$ cat src/rtl/frame_pkg.sv
// Shared types and constants for the frame arbiter: FSM encoding, frame-index field
// position and default hold limit.
package frame_pkg;

    typedef enum logic [2:0] {
        StIdle  = 3'd0,
        StGntLe = 3'd1,
        StGntFl = 3'd2,
        StDrain = 3'd3,
        StSwap  = 3'd4
    } state_e;

    typedef enum logic {
        OwnLe = 1'b0,
        OwnFl = 1'b1
    } owner_e;

    localparam int unsigned DefaultMaxHold = 1024;
    localparam int unsigned DefaultCntW    = 11;

    localparam int unsigned IdxMsb    = 24;
    localparam int unsigned IdxLsb    = 19;
    localparam int unsigned IdxShift  = 3;
    localparam int unsigned FrameIdxW = IdxMsb - IdxLsb + 1;

    // Field is FrameWrData[IdxMsb:IdxLsb]; the low bits are sub-frame granularity.
    function automatic logic [FrameIdxW-1:0] frame_index(input logic [FrameIdxW-1:0] field);
        return field >> IdxShift;
    endfunction

endpackage

$ cat src/rtl/rr_arbiter2.sv
// Two-way round-robin pick with a last-served register; the pick is combinational and
// the register advances only when the caller accepts the pick.
module rr_arbiter2
    import frame_pkg::*;
(
    input  logic clk_i,
    input  logic rst_ni,
    input  logic req_le_i,
    input  logic req_fl_i,
    input  logic accept_i,
    output logic pick_le_o,
    output logic pick_fl_o
);

    owner_e last_q;

    // On contention the requester that was not served last wins.
    always_comb begin
        pick_le_o = req_le_i & (~req_fl_i | (last_q == OwnFl));
        pick_fl_o = req_fl_i & (~req_le_i | (last_q == OwnLe));
    end

    always_ff @(posedge clk_i or negedge rst_ni) begin
        if (!rst_ni) begin
            last_q <= OwnFl;
        end else if (accept_i && (pick_le_o || pick_fl_o)) begin
            last_q <= pick_fl_o ? OwnFl : OwnLe;
        end
    end

endmodule

$ cat src/rtl/frame_arbiter.sv
// Bus arbiter between line engine and filler that also applies CPU frame-base swaps
// at vertical blank, draining any in-flight burst first.
module frame_arbiter
    import frame_pkg::*;
#(
    parameter int unsigned MAX_HOLD = DefaultMaxHold,
    parameter int unsigned CNT_W    = DefaultCntW
) (
    input  logic                 Clock,
    input  logic                 Reset,
    input  logic                 FrameWrValid,
    input  logic [31:0]          FrameWrData,
    input  logic                 VSync,
    input  logic                 LEReq,
    input  logic                 FLReq,
    input  logic                 LEDone,
    input  logic                 FLDone,
    output logic                 LEGrant,
    output logic                 FLGrant,
    output logic [FrameIdxW-1:0] FrameIdx,
    output logic                 SwapPending,
    output logic                 SwapDone,
    input  logic                 ErrClr,
    output logic                 TimeoutErr
);

    localparam logic [CNT_W-1:0] HoldLast = CNT_W'(MAX_HOLD - 1);

    state_e                 state_q;
    logic [FrameIdxW-1:0]   pend_idx_q;
    logic                   armed_q;
    logic [CNT_W-1:0]       hold_cnt_q;

    logic [FrameIdxW-1:0]   wr_idx;
    logic [FrameIdxW-1:0]   idx_next;
    logic                   granted;
    logic                   owner_done;
    logic                   hold_expired;
    logic                   release_now;
    logic                   arm_hit;
    logic                   swap_req;
    logic                   busy;
    logic                   idle_grant;
    logic                   swap_enter;
    logic                   pick_le;
    logic                   pick_fl;
    logic                   unused_wr_bits;

    assign unused_wr_bits = ^{FrameWrData[31:IdxMsb+1], FrameWrData[IdxLsb-1:0]};

    always_comb begin
        wr_idx       = frame_index(FrameWrData[IdxMsb:IdxLsb]);
        idx_next     = FrameWrValid ? wr_idx : pend_idx_q;
        granted      = LEGrant | FLGrant;
        owner_done   = (LEGrant & LEDone) | (FLGrant & FLDone);
        hold_expired = granted & (hold_cnt_q >= HoldLast) & ~owner_done;
        release_now  = owner_done | hold_expired;
        // A write landing in the SWAP cycle becomes pending but is not armed.
        arm_hit      = VSync & (SwapPending | FrameWrValid) & (state_q != StSwap);
        swap_req     = armed_q | arm_hit;
        busy         = (state_q == StGntLe) | (state_q == StGntFl) | (state_q == StDrain);
        idle_grant   = (state_q == StIdle) & ~swap_req & (LEReq | FLReq);
        swap_enter   = ((state_q == StIdle) & swap_req) | (busy & release_now & swap_req);
    end

    rr_arbiter2 u_rr (
        .clk_i     (Clock),
        .rst_ni    (Reset),
        .req_le_i  (LEReq),
        .req_fl_i  (FLReq),
        .accept_i  (idle_grant),
        .pick_le_o (pick_le),
        .pick_fl_o (pick_fl)
    );

    always_ff @(posedge Clock or negedge Reset) begin
        if (!Reset) begin
            state_q     <= StIdle;
            LEGrant     <= 1'b0;
            FLGrant     <= 1'b0;
            FrameIdx    <= '0;
            pend_idx_q  <= '0;
            SwapPending <= 1'b0;
            armed_q     <= 1'b0;
            SwapDone    <= 1'b0;
            TimeoutErr  <= 1'b0;
            hold_cnt_q  <= '0;
        end else begin
            // The new index becomes visible in the SWAP cycle itself.
            if (swap_enter) begin
                FrameIdx    <= idx_next;
                pend_idx_q  <= idx_next;
                SwapPending <= 1'b0;
                armed_q     <= 1'b0;
            end else begin
                if (FrameWrValid) begin
                    pend_idx_q  <= wr_idx;
                    SwapPending <= 1'b1;
                end
                if (arm_hit) begin
                    armed_q <= 1'b1;
                end
            end

            SwapDone <= (state_q == StSwap);

            if (hold_expired) begin
                TimeoutErr <= 1'b1;
            end else if (ErrClr) begin
                TimeoutErr <= 1'b0;
            end

            if (idle_grant) begin
                hold_cnt_q <= '0;
            end else if (granted) begin
                hold_cnt_q <= hold_cnt_q + CNT_W'(1);
            end

            case (state_q)
                StIdle: begin
                    if (swap_req) begin
                        state_q <= StSwap;
                    end else if (pick_le) begin
                        state_q <= StGntLe;
                        LEGrant <= 1'b1;
                    end else if (pick_fl) begin
                        state_q <= StGntFl;
                        FLGrant <= 1'b1;
                    end
                end
                StGntLe, StGntFl: begin
                    if (release_now) begin
                        LEGrant <= 1'b0;
                        FLGrant <= 1'b0;
                        state_q <= swap_req ? StSwap : StIdle;
                    end else if (swap_req) begin
                        state_q <= StDrain;
                    end
                end
                StDrain: begin
                    if (release_now) begin
                        LEGrant <= 1'b0;
                        FLGrant <= 1'b0;
                        state_q <= StSwap;
                    end
                end
                StSwap: begin
                    state_q <= StIdle;
                end
                default: begin
                    state_q <= StIdle;
                    LEGrant <= 1'b0;
                    FLGrant <= 1'b0;
                end
            endcase
        end
    end

endmodule

$ cat config.mk
export PLATFORM = sky130hd
export DESIGN_NAME = frame_arbiter
export DESIGN_NICKNAME = d
export VERILOG_FILES = /design/src/rtl/frame_pkg.sv /design/src/rtl/rr_arbiter2.sv /design/src/rtl/frame_arbiter.sv
export SDC_FILE = /design/constraint.sdc
export NUM_CORES = 1
export LEC_CHECK = 0
export ABC_CLOCK_PERIOD_IN_PS = 2800
export CORE_MARGIN = 2
export CORE_UTILIZATION = 42
export DETAILED_ROUTE_END_ITERATION = 16
export GPL_TIMING_DRIVEN = 0
export HOLD_SLACK_MARGIN = 0.1
export PLACE_DENSITY = 0.76
export REMOVE_ABC_BUFFERS = 1
export SLEW_MARGIN = 20
export SYNTH_ARGS = -nofsm -noshare
export SYNTH_HDL_FRONTEND = slang
export SYNTH_SLANG_ARGS = --single-unit
$ cat constraint.sdc
create_clock -name Clock -period 2.8 [get_ports Clock]
set_input_delay 0.84 -clock Clock [delete_from_list [all_inputs] [get_ports Clock]]
set_output_delay 0.84 -clock Clock [all_outputs]
set_load 0.005 [all_outputs]
==> impl_metrics.yaml, run 1 <==
run_status:
  outcome: "completed"
power:
  p_leak_nw: 0.7595
  cellPowerDensity_mw_per_mm2: 817.8
  irDropWorstVdd_uv: 444.6
  swShare_pct: 33.93
  p_seq_share_pct: 48.1
  p_sw_mw: 0.4982
  p_int_mw: 0.9701
  comb_power_share_pct: 33.7
  clockPowerShare_pct: 18.1
setup_path:
  cp.required_ns: 3.00
  worstPathCellList: "clkdlybuf4s50_1, o21ai_0, and4bb_2, o21a_1, nor2_1"
  setup.worst_path.start: "FrameWrValid"
  r2r-start: "hold_cnt_q[0]$_DFFE_PN0P_"
  crit_path_start_kind: "input port"
  cp-end-kind: "flip-flop"
  slowest_stage: "clkdlybuf4s50_1"
  critical_path_class: "input port to flip-flop"
  crit_fanout: 11
  max_stage_delay_ns: 0.56
  crit_arrival_ns: 2.58
final_layout:
  diodes: 0
  area_delta_synth_final_pct: 21.61
  drive_above_1_share_pct: 14.01
  nets: 199
  fin_util_pct: 53.39
  finalNonFillerCells: 203
worst_hold_path:
  hold_class: "flip-flop to flip-flop"
  hold_start: "pend_idx_q[0]$_DFF_PN0_"
timing:
  rsz0062_at_grt: "no"
  finalSetupViolCount: 0
  min_period_ns: 2.377
  finalHoldViolCount: 0
  period_share_pct: 84.91
  max_freq_mhz: 420.6
  skew_ns: 0.01007
  slew_viol_final: 0
  setup_tns_ns: 0
  worst_pin_slew_ns: 0.7141
  max-slew-margin-rel_pct: 52.39
floorplan:
  boundaryPins: 52
  start_util_pct: 43.90
  core.rowCount: 21
  die_h_um: 63.29
  die_w_um: 63.29
  coreArea_mm2: 0.003363
  die_area_mm2: 0.004006
synthesis:
  syn-cell-area_mm2: 0.001476
  yosys_register_bits: 33
  synth_cells: 130
  synth-edff-count: 0
  synth_compound_area_share_pct: 12.03
  ys_seq_area_share_pct: 56.02
  synthXorXnorAreaFrac_pct: 5.932
  yosysWarnings: 0
  synthTopCellsByArea: "dfrtp_1 (54%), mux2_2 (6.9%), xnor2_1 (4.7%)"
  synth_top_family_by_area: "simple AND/OR/NAND/NOR gates"
  synth_simple_gate_area_share_pct: 16.19
  yosysUniqueCellTypes: 30
  yosysTopAreaCell: "dfrtp_1"
  synth_top_area_share_pct: 54.24
  synthArstFlopShare_pct: 100.0
  syn_avg_cell_area_um2: 11.36
  synth_ff_type: "dfrtp_1"
  synth.area.mux_share_pct: 6.864
  yosys.area_share.adder_pct: 0.8475
drt:
  viasPerCell: 5.217
  firstDrtPassIters: 6
  drt-total-wl_um: 2692
  wl_per_cell_um: 13.26
  vias: 1059
  drc: 0
  drtAntennaViolNets: 0
  drt_first_iter_violations: 51
global_route:
  overflow: 0
  grt_use_total_pct: 15.94
  grt_max_degree: 34
  grt_pass1_wl_um: 5037
  grt_pass1_vias: 1153
  antenna_found_initial: 0
placement:
  dp_hpwl_um: 1965
  port-buffer-count: 22
  dp_cells: 196
  place.gp.congestion: 0.8696
cts:
  clk_pin_slew_ns: 0.09
  cts_buffers: 5
  clk_latency_ns: 0.33
  post_cts_buffers: 0
  cts_tree: "yes"
  cts_hold_buf: 0
  clock_path_buffers: 2
  cts_sinks: 33
  cts_root_buf: "clkbuf_4"
  cts_resized: 0
  htreeDepth: 2
run:
  drv_cap: 0
-- critical path, delay by kind of cell --
family	cells	cell delay (ns)
simple gates	2	0.44
buf+inv	1	0.56
compound gates	2	0.73
-- synth_stat cells (2+ instances only) --
| master | instances |
|---|---|
| nor2b_1 | 3 |
| nor2_1 | 17 |
| o21a_1 | 3 |
| o211ai_1 | 2 |
| xor2_1 | 2 |
| nor3_1 | 6 |
| nand2b_1 | 2 |
| xnor2_1 | 8 |
| inv_1 | 6 |
| nand2_1 | 7 |
| a21oi_1 | 6 |
| dfrtp_1 | 32 |
| a21boi_0 | 2 |
| o21ai_0 | 6 |
| o31ai_1 | 2 |
| nand3_1 | 4 |
| mux2_2 | 9 |
-- registers in the layout (all words and copies together), names as in the netlist --
signal,cells
SwapPending,1
state_q,3
FLGrant,1
armed_q,1
SwapDone,1
FrameIdx,6
u_rr.last_q,1
pend_idx_q,6
hold_cnt_q,11
TimeoutErr,1
LEGrant,1
-- power by group through the flow --
stage | sequential, mW | clock, mW | combinational, mW
after floorplan | 0.693 | 0 | 0.315
after global placement | 0.702 | 0 | 0.483
after detailed placement | 0.712 | 0 | 0.501
after CTS | 0.705 | 0.279 | 0.504
after global routing | 0.723 | 0.301 | 0.560
final | 0.707 | 0.266 | 0.495
-- layout by cell type (no fill, tap or decap), drive strengths merged, types with 3 or more instances in the layout --
cell type	instances
dfrtp	32
clkdlybuf4s50	21
nor2	17
mux2	9
xnor2	8
nand2	7
clkbuf	7
inv	6
nor3	6
o21ai	6
a21oi	6
nand3	4
nor2b	3
o21a	3
-- per-stage QoR --
stage | cell area [µm²] | power (mW) | setup WS, ns | hold slack, ns
3_5_place_dp | 1740 | 1.213 | 0.05999 | 0.4848
2_1_floorplan | 1468 | 1.008 | 0.8273 | 0.4693
5_1_grt | 1795 | 1.583 | 0.2787 | 0.5267
4_1_cts | 1795 | 1.488 | 0.4084 | 0.5070
6_report | 1795 | 1.468 | 0.4227 | 0.5044
3_3_place_gp | 1745 | 1.185 | 0.1118 | 0.4788
-- final timing paths --
kind | to | slack [ns] | cells past startpoint
max | hold_cnt_q[9]$_DFFE_PN0P_ | 0.42 | 5
min | pend_idx_q[0]$_DFF_PN0_ | 0.50 | 1
max reg2reg | FrameIdx[0]$_DFFE_PN0P_ | 0.75 | 5
min reg2reg | pend_idx_q[0]$_DFF_PN0_ | 0.50 | 1
max in group asynchronous | state_q[1]$_DFFE_PN0P_ | 1.79 | 1
min in group asynchronous | hold_cnt_q[0]$_DFFE_PN0P_ | 0.55 | 1
-- layout make-up --
class,count,area (µm²)
sequential,33,827.0
tap,46,57.56
fill,334,1568
timing repair buffer,22,215.2
clock buffer,7,55.05
inverter,6,22.52
multi-input combinational,89,618.1
-- metal layers --
metal | track usage [%] | wire length [µm]
met5 | 0 | 0
met4 | 5.707 | 17
met3 | 5.893 | 181
met2 | 26.73 | 1324
met1 | 18.79 | 1169
-- kinds of logic (layout without fill, tap and decap cells) --
| kind of cell | Yosys count | after routing |
|---|---|---|
| fa+ha+maj | 1 | 1 |
| buf+inv | 8 | 35 |
| compound gates | 25 | 25 |
| simple gates | 44 | 44 |
| flops | 33 | 33 |
| mux | 9 | 9 |
| xor+xnor | 10 | 10 |
(Power assumes the default switching activity.)
==> inputs of run 2 (changes only) <==
ABC_CLOCK_PERIOD_IN_PS = 2400   (was 2800)
clock period = 2.4 ns   (was 2.8 ns; I/O delays follow)
==> impl_metrics.yaml, run 2 (synthesis results as in run 1) <==
timing:
  worst_pin_slew_ns: 0.7146
  max-slew-margin-rel_pct: 52.36
  period_share_pct: 90.43
  rsz0062_at_grt: "no"
  slew_viol_final: 0
  finalHoldViolCount: 0
  layout_setup_ws_ns: 0.2297
  min_period_ns: 2.170
  timing.hold.ws_ns: 0.4297
  skew_ns: 0.01007
  setup_tns_ns: 0
  finalSetupViolCount: 0
  max_freq_mhz: 460.8
floorplan:
  core.rowCount: 21
  boundaryPins: 52
  start_util_pct: 43.90
  die_h_um: 63.29
  die_w_um: 63.29
  coreArea_mm2: 0.003363
  die_area_mm2: 0.004006
power:
  irDropWorstVdd_uv: 517.5
  p_leak_nw: 0.7595
  fin_total_pwr_mw: 1.713
  cellPowerDensity_mw_per_mm2: 954.2
global_route:
  antenna_found_initial: 0
  grt_pass1_wl_um: 5037
  grt_max_degree: 34
  overflow: 0
  grt_pass1_vias: 1153
  grt_use_total_pct: 15.94
cts:
  clock_path_buffers: 2
  clk_pin_slew_ns: 0.10
  cts_sinks: 33
  cts_root_buf: "clkbuf_4"
  htreeDepth: 2
  cts_buffers: 5
  clk_latency_ns: 0.33
  cts_tree: "yes"
final_layout:
  area_delta_synth_final_pct: 21.61
  fin_util_pct: 53.39
  multiInputGateArea_um2: 618.1
  finalNonFillerCells: 203
  ff_latch_area_um2: 827.0
  design_area_mm2: 0.001795
  final_cell_mix: "dfrtp_1 (32), clkdlybuf4s50_1 (21), nor2_1 (17), mux2_2 (9), xnor2_1 (8)"
  nFillCells: 334
  drive_above_1_share_pct: 14.01
  reg_top3: "hold_cnt_q (11), FrameIdx (6), pend_idx_q (6)"
  largest_register_ffs: 11
  nets: 199
  regMostFlops: "hold_cnt_q"
  diodes: 0
  layout_commonest_cell: "dfrtp_1"
setup_path:
  crit_arrival_ns: 2.38
  crit_path_start_kind: "input port"
  critical_path_class: "input port to flip-flop"
  cp-end-kind: "flip-flop"
  cp.required_ns: 2.61
  crit_fanout: 9
placement:
  dpl_worst_slack_ns: -0.2200
  place.gp.congestion: 0.8696
  post_dp_cell_area_mm2: 0.001740
  port-buffer-count: 22
  dp_hpwl_um: 1965
  dp_cells: 196
drt:
  vias: 1057
  drc: 0
  drtAntennaViolNets: 0
  wl_per_cell_um: 13.26
  viasPerCell: 5.207
  firstDrtPassIters: 6
  drt_first_iter_violations: 51
  drt-total-wl_um: 2691
run_status:
  outcome: "completed"
run:
  drv_cap: 0
worst_hold_path:
  hold_class: "input port to async pin"
==> run 2: cell counts in the layout (fill, tap and decap cells not counted) <==
Identical to the previous run, type by type.
==> run 2: repair_timing <==
| item | CTS | global route |
|---|---|---|
| setup endpoints to repair | 0 | 1 |
| setup buffers | 0 | 0 |
| hold buffers | 0 | 0 |
| resized for setup | 0 | 1 |
| hold endpoints to repair | 0 | 0 |
==> run 2: critical path, cell delays in order <==
cell,delay [ns]
clkdlybuf4s50_1,0.43
o21ai_0,0.17
nand2_1,0.17
o311ai_4,0.49
mux2_2,0.39
==> run 2: report_power, final <==
group          total, mW  internal, mW  switching [mW]
clock              0.310         0.138           0.172
combinational      0.578         0.302           0.276
sequential         0.825         0.692           0.133
total               1.71          1.13           0.581
==> run 2: path summary, 6_finish.rpt <==
path,from,to,slack [ns],cells after the start
min in group Clock,pend_idx_q[0]$_DFF_PN0_,pend_idx_q[0]$_DFF_PN0_,0.50,1
hold reg to reg,pend_idx_q[0]$_DFF_PN0_,pend_idx_q[0]$_DFF_PN0_,0.50,1
setup reg to reg,hold_cnt_q[0]$_DFFE_PN0P_,FrameIdx[0]$_DFFE_PN0P_,0.34,5
max in group asynchronous,Reset,state_q[1]$_DFFE_PN0P_,1.50,1
setup / recovery,FLDone,FrameIdx[0]$_DFFE_PN0P_,0.23,5
hold / removal,Reset,hold_cnt_q[0]$_DFFE_PN0P_,0.43,1
==> run 2: layer usage <==
metal	vias to the layer above	global-route usage, %	wire [µm]
met5	-	0	0
met2	29	26.73	1308
met3	3	5.893	181
met4	0	5.707	17
li1	503	-	-
met1	522	18.79	1183
==> run 2: final cells by class <==
cell class / instances / share of cell area, %
clock buffer: 7 / 3.066
inverter: 6 / 1.254
multi-input combinational: 89 / 34.43
sequential: 33 / 46.06
tap: 46 / 3.206
timing repair buffer: 22 / 11.99
